===== config.mk =====
export PLATFORM = sky130hd
export DESIGN_NAME = axis_out_fifo
export DESIGN_NICKNAME = d
export VERILOG_FILES = /design/src/rtl/axis_out_fifo.sv
export SDC_FILE = /design/constraint.sdc
export NUM_CORES = 1
export LEC_CHECK = 0
export ABC_AREA = 1
export ABC_CLOCK_PERIOD_IN_PS = 17300
export CAP_MARGIN = 5
export CORE_AREA = 2 2 287 317
export CTS_CLUSTER_DIAMETER = 100
export DETAILED_ROUTE_END_ITERATION = 8
export DIE_AREA = 0 0 289 319
export MAX_ROUTING_LAYER = met4
export PLACE_DENSITY = 0.74
export REMOVE_ABC_BUFFERS = 1
export SLEW_MARGIN = 15
export SYNTH_ARGS = -nofsm -noshare
export SYNTH_HDL_FRONTEND = slang
export SYNTH_SLANG_ARGS = --single-unit

===== constraint.sdc =====
create_clock -name clk -period 17.3 [get_ports clk]
set_clock_uncertainty 0.1 [all_clocks]
set_input_delay 5.19 -clock clk [delete_from_list [all_inputs] [get_ports clk]]
set_output_delay 5.19 -clock clk [all_outputs]
set_load 0.1 [all_outputs]

===== src/rtl/axis_out_fifo.sv =====
`default_nettype none
// +----------------------------------------------------------------------------+
// | Module   : axis_out_fifo                                                   |
// | Purpose  : 64-bit AXI-Stream output FIFO with a registered head beat and   |
// |            an optional packet mode that holds the output until a whole     |
// |            frame (or a full FIFO) is buffered.                             |
// | Ports    : clk/rst         - clock, synchronous active-high reset          |
// |            pkt_mode        - 1 = release output only on complete frames    |
// |            s_valid/s_data/s_last/s_ready - upstream beat interface         |
// |            m_valid/m_data/m_last/m_strb/m_ready - downstream interface     |
// |            level           - beats held, including the presented one      |
// |            frames_out      - frames completed at the output (wraps)        |
// | Revision : 1.0 - initial release                                           |
// +----------------------------------------------------------------------------+
module axis_out_fifo #(
  parameter int DEPTH = 16,
  parameter int LVL_W = 5
) (
  input  logic             clk,
  input  logic             rst,
  input  logic             pkt_mode,
  input  logic             s_valid,
  input  logic [63:0]      s_data,
  input  logic             s_last,
  output logic             s_ready,
  output logic             m_valid,
  output logic [63:0]      m_data,
  output logic             m_last,
  output logic [7:0]       m_strb,
  input  logic             m_ready,
  output logic [LVL_W-1:0] level,
  output logic [15:0]      frames_out
);

  localparam int               c_PTR_W = $clog2(DEPTH);
  localparam logic [LVL_W-1:0] c_FULL  = LVL_W'(DEPTH);

  typedef enum logic [0:0] {
    ST_IDLE = 1'b0,
    ST_SEND = 1'b1
  } state_t;

  // Storage: bit 64 is the last flag, bits 63:0 the data.
  logic [64:0]        r_mem [DEPTH];
  logic [c_PTR_W-1:0] r_wr_ptr;
  logic [c_PTR_W-1:0] r_rd_ptr;
  logic [LVL_W-1:0]   r_level;
  logic [LVL_W-1:0]   r_lasts;
  logic [15:0]        r_frames;
  logic [63:0]        r_m_data;
  logic               r_m_last;
  state_t             r_state;

  logic               w_push;
  logic               w_pop;
  logic [LVL_W-1:0]   w_level_nxt;
  logic [LVL_W-1:0]   w_lasts_nxt;
  logic [LVL_W-1:0]   w_remain;
  logic [c_PTR_W-1:0] w_rd_ptr_nxt;
  logic               w_start;
  state_t             w_state_nxt;

  // Only registered state and rst feed s_ready; m_ready never does, so a
  // full FIFO refuses a beat even in a cycle where it is also popping.
  assign s_ready = ~rst & (r_level != c_FULL);
  assign m_valid = (r_state == ST_SEND);
  assign m_data  = r_m_data;
  assign m_last  = r_m_last;
  assign m_strb  = 8'hFF;
  assign level   = r_level;
  assign frames_out = r_frames;

  assign w_push       = s_valid & s_ready;
  assign w_pop        = m_valid & m_ready;
  assign w_level_nxt  = r_level + LVL_W'(w_push) - LVL_W'(w_pop);
  assign w_remain     = r_level - LVL_W'(w_pop);
  assign w_rd_ptr_nxt = r_rd_ptr + c_PTR_W'(w_pop);

  always_comb begin
    w_lasts_nxt = r_lasts;
    case ({w_push & s_last, w_pop & r_m_last})
      2'b10:   w_lasts_nxt = r_lasts + LVL_W'(1);
      2'b01:   w_lasts_nxt = r_lasts - LVL_W'(1);
      default: w_lasts_nxt = r_lasts;
    endcase
  end

  // Start condition is judged on next-cycle occupancy so a beat pushed into
  // an empty FIFO is presented with m_valid on the very next cycle.
  assign w_start = pkt_mode ? ((w_lasts_nxt != '0) || (w_level_nxt == c_FULL))
                            : (w_level_nxt != '0);

  always_comb begin
    w_state_nxt = r_state;
    case (r_state)
      ST_IDLE: begin
        if (w_start) w_state_nxt = ST_SEND;
      end
      ST_SEND: begin
        if (w_level_nxt == '0)
          w_state_nxt = ST_IDLE;
        else if (w_pop && r_m_last && !w_start)
          w_state_nxt = ST_IDLE;
      end
      default: w_state_nxt = ST_IDLE;
    endcase
  end

  always_ff @(posedge clk) begin
    if (w_push) r_mem[r_wr_ptr] <= {s_last, s_data};
  end

  always_ff @(posedge clk) begin
    if (rst) begin
      r_wr_ptr <= '0;
      r_rd_ptr <= '0;
      r_level  <= '0;
      r_lasts  <= '0;
      r_frames <= '0;
      r_m_data <= '0;
      r_m_last <= 1'b0;
      r_state  <= ST_IDLE;
    end else begin
      r_state  <= w_state_nxt;
      r_level  <= w_level_nxt;
      r_lasts  <= w_lasts_nxt;
      r_rd_ptr <= w_rd_ptr_nxt;
      if (w_push) r_wr_ptr <= r_wr_ptr + c_PTR_W'(1);
      if (w_pop && r_m_last) r_frames <= r_frames + 16'd1;
      // Head register mirrors the oldest stored beat. When the FIFO would
      // otherwise be empty, the incoming beat is bypassed straight into it
      // because its memory write lands on this same edge.
      if (w_remain != '0) begin
        r_m_data <= r_mem[w_rd_ptr_nxt][63:0];
        r_m_last <= r_mem[w_rd_ptr_nxt][64];
      end else if (w_push) begin
        r_m_data <= s_data;
        r_m_last <= s_last;
      end
    end
  end

endmodule
`default_nettype wire


# Yosys cells after proc, flatten, opt, wreduce, memory -nomap -nowiden
# Memory sizes are Yosys's and may differ from the RTL's.
# Cells that the tools add are included.
[totals]
register_bits = 100
memories = 1
in_bits = 70
ramBits = 1040
wordCells = 49
[classes]
n_eq_ne = 4
n_mux = 12
bitwise_logic = 7
add_sub_neg = 8
reduce_logical = 9
[mem_list]
columns = ["memory", "depth", "word_bits", "read_ports", "rd_ports_with_merged_regs", "wr", "line", "rtl"]
rows = [
  ["r_mem", 16, 65, 1, 0, 1, "44", "logic [64:0] r_mem [DEPTH];"],
]
[op_table]
columns = ["operator", "n"]
rows = [
  ["2-to-1 mux 64 bit", 2],
  ["adder 16 x 1 -> 16 bit (second input constant)", 1],
  ["nonzero test 5 bit", 3],
  ["case mux 5 bit (2 select lines)", 1],
  ["subtractor 5 x 1 -> 5 bit", 2],
  ["2-to-1 mux 1 bit", 8],
  ["adder 5 x 1 -> 5 bit", 1],
  ["adder 5 x 1 -> 5 bit (second input constant)", 1],
  ["bitwise AND 1 bit", 5],
  ["== test 5 bit (second input constant)", 1],
  ["logical NOT 5 bit", 1],
  ["!= test 5 bit (second input constant)", 1],
  ["subtractor 5 x 1 -> 5 bit (second input constant)", 1],
  ["adder 4 x 1 -> 4 bit", 1],
  ["adder 4 x 1 -> 4 bit (second input constant)", 1],
  ["== test 2 x 1 -> 1 bit (second input constant)", 1],
  ["== test 2 bit (second input constant)", 1],
  ["logical AND 1 bit", 2],
  ["inverter 1 bit", 2],
  ["case mux 1 bit (2 select lines)", 1],
  ["nonzero test 2 bit", 1],
  ["logical NOT 1 bit", 1],
  ["logical OR 1 bit", 1],
]

# Logic depth before layout (Yosys ltp)
[depth]
ltp_word = 14
depth_mapped = 22
depth_no_buf = 20

# Worst setup path before layout
# Ideal clock, no wire load.
[synth_path]
path_type = "in2out"
from = "input rst"
to = "output s_ready"
path_buffers = 0
arrival_ns = 6.037
required_ns = 12.010
cell_stages = 2
setup_slack_ns = 5.973
path_cell_list = "inv_2 > and2_1"
[synth_via]
elab_chain_cells = 2
[synth_lines]
columns = ["item", "line", "rtl"]
rows = [
  ["start, declared", "20", "input logic rst,"],
  ["inverter 1 bit", "65", "assign s_ready = ~rst & (r_level != c_FULL);"],
  ["bitwise AND 1 bit", "65", ""],
  ["end, declared", "25", "output logic s_ready,"],
]
# Every way passes these cells.

# Final worst setup path
# Same ends and word-level chain as after synthesis.

==> flow_summary.yaml <==
finish:
  fillers: 6810
  finalNetCount: 3583
  final_cell_area_um2: 51000
  register_area_um2: 33200
  drive_above_1_share_pct: 7.06
  multiInputGateArea_um2: 10600
  syn2layout_area_growth_pct: 12.9
  final_cells: 4762
grt:
  overflow: 0
  grt_pass1_wl_mm: 167
  grt_pass1_vias: 28300
  antenna_found_initial: 7
  grt_usage_pct: 24.5
  grt_start_max_net_pins: 251
flow_run:
  drv_cap: 0
drt:
  routed_via_density: 6.09
  wl_met2_mm: 54.7
  vias: 29000
  wl_met1_mm: 44.0
  dr.pass1.iters: 5
  ant_nets: 0
  route.met3.wl_mm: 9.29
  drtIter0Drc: 3329
  highest_layer: "met4"
  drc: 0
  wl_per_cell_um: 23.3
  drt-total-wl_mm: 111
synthesis:
  yosysWarningCount: 0
  synth-xor-area-share_pct: 0.211
  syn_inst: 3436
  synthFlopType: "edfxtp_1"
  synth_top_cell_by_area: "edfxtp_1"
  ys_top_cells_by_count: "1040 x edfxtp_1, 567 x o21ai_0, 562 x nor2_1"
  synth_edf_count: 1040
  synth_fa_ha_area_share_pct: 0.571
  ys_seq_area_share_pct: 73.6
  yosys_register_bits: 1140
  yosysMostFrequentCell: "edfxtp_1"
  synth.distinct_cells: 45
  synth_area_per_cell_um2: 13.1
  synthMuxAreaShare_pct: 0
  synth_top_family_by_area: "compound AO/OA/AOI/OAI gates"
  synth-compound-area-share_pct: 13.7
  netlist_area_um2: 45100
  synthArstFlopShare_pct: 0
  synth-simple-area-share_pct: 8.56
  yosysTopAreaCellShare_pct: 69.2
  yosys-top-cells-area: "edfxtp_1 69%, o21ai_0 6.3%, nor2_1 4.7%, o221ai_1 4.5%, dfxtp_1 4.4%"
power:
  power_frac_comb_pct: 28.7
  clkPwrFrac_pct: 29.8
  p_leak_nw: 16.3
  intPower_mw: 4.94
  power_frac_seq_pct: 41.5
  ir_drop_v: 0.000145
  powerDensity_nw_per_um2: 150
  switching_share_pct: 35.5
  power.switching_mw: 2.72
worst_setup_path:
  worstPathArrival_ns: 7.48
  crit_required_ns: 12.01
  critPathCaptureType: "output pin"
  cp-start-kind: "primary input"
  crit_type: "in2out"
  crit_fanout: 36
cts:
  cts_buffers: 107
  cts.clk_slew.worst_paths_ns: 0.06
  htreeDepth: 3
  ctsHoldBuffers: 0
  ctsLongestPathBuffers: 3
  clock-sinks: 1140
  cts_setup_buffers: 0
  cts_tree: "done"
  root_buffer: "clkbuf_16"
  clk_latency_ns: 0.71
  ctsResizeCount: 0
place:
  dp.final_hpwl_mm: 53.2
  placed_area_um2: 47400
  port_buffers: 157
  place_congestion: 0.787
  dp_cells: 4551
run_status:
  status: "finished, final reports clean"
timing:
  tightestPinTransition_ns: 1.40
  rsz0062_at_grt: "false"
  maxSlewHeadroom_pct: 6.64
  setup_viol: 0
  final-max-slew-violation-count: 0
  finalSetupTns_ns: 0
  fmax_mhz: 78.3
  hold_violations: 0
  min_period_ns: 12.77
  fin_crit_sh_pct: 73.8
floorplanning:
  die_h_um: 319
  ioPinCount: 166
  start_util_pct: 50.7
  die_w_um: 289
  core_um2: 88900
  dieArea_um2: 92200
  std_cell_rows: 115
hold_path:
  hold_path_class: "reg2reg"
==> critical path, stage by stage <==
cell             delay (ns)
buf_4                  0.20
inv_2                  0.07
buf_4                  0.54
and2_1                 0.28
clkdlybuf4s50_1        1.15
==> worst paths after layout <==
check            startpoint             end  slack (ns)  cells past startpoint
max reg2reg         m_valid      m_data[34]       12.83                     11
max                     rst         s_ready        4.53                      5
min reg2reg  frames_out[15]  frames_out[15]        0.37                      1
min          frames_out[15]  frames_out[15]        0.37                      1
==> flip-flops by register name, summed over array words and instances, names as in the netlist <==
name / cells
r_mem: 1040
r_wr_ptr: 4
level: 5
m_data: 64
frames_out: 16
m_last: 1
r_rd_ptr: 4
r_lasts: 5
m_valid: 1
==> per-stage QoR <==
stage / setup WS (ns) / utilization [%] / hold slack, ns / power (mW)
2_1_floorplan: -1.22 / - / 0.355 / 4.84
3_3_place_gp: 4.53 / 53.4 / 0.340 / 5.37
3_5_place_dp: 4.55 / 53.4 / 0.368 / 5.42
4_1_cts: 4.56 / 57.2 / 0.379 / 7.68
5_1_grt: 4.50 / 57.3 / 0.407 / 7.98
6_report: 4.53 / 57.3 / 0.372 / 7.67
==> metal layers <==
layer | vias to the layer above | global-route usage [%]
li1 | 13000 | -
met1 | 14300 | 31.1
met2 | 1436 | 40.0
met3 | 230 | 3.50
met4 | 0 | 9.24
met5 | - | -
==> power by group through the flow <==
stage                     Clock [mW]  Combinational [mW]  Sequential [mW]
after floorplan                    0                1.13             3.72
after global placement             0                2.13             3.24
after detailed placement           0                2.18             3.24
after CTS                       2.31                2.19             3.18
after global routing            2.42                2.37             3.19
final                           2.29                2.20             3.18
==> cell type report <==
type / instances / share of cell area, %
tap: 1170 / 2.87
timing repair buffer: 201 / 3.89
clock buffer: 149 / 5.72
inverter: 58 / 0.489
sequential: 1140 / 65.2
multi-input combinational: 1985 / 20.8
clock inverter: 53 / 0.995
antenna: 6 / 0.0295
==> layout by cell type (no fill, tap or decap), types with 7 or more instances in the layout <==
master           synthesis  routed
nor2_4                   2      18
nand3_1                126     126
bufinv_16                0       7
o211ai_1                25      25
o22ai_1                 28      28
a31oi_1                 20      20
or2_2                   18      18
clkinv_2                 1      13
buf_4                   24      39
clkdlybuf4s50_1          0     156
conb_1                   1       8
clkbuf_1               123      34
inv_6                    1       7
o21ai_1                 34      34
a21oi_1                 69      69
clkbuf_8                 0       8
or2_1                   24      24
o221ai_1               231     231
edfxtp_1              1040    1040
ha_1                    19      17
inv_1                   49      49
o21a_1                  38      38
dfxtp_1                100     100
clkbuf_16                0     107
nor2_1                 562     546
o21ai_0                567     567
clkinv_1                 0      23
nand2_1                171     170
==> cell families (layout without fill, tap and decap cells) <==
family          Yosys count  after routing
fa+ha+maj                20             20
other cells               1             14
compound gates         1014           1014
xor+xnor                 10             10
buf+inv                 318            461
flops                  1140           1140
simple gates            933            933
(Power assumes the default switching activity.)
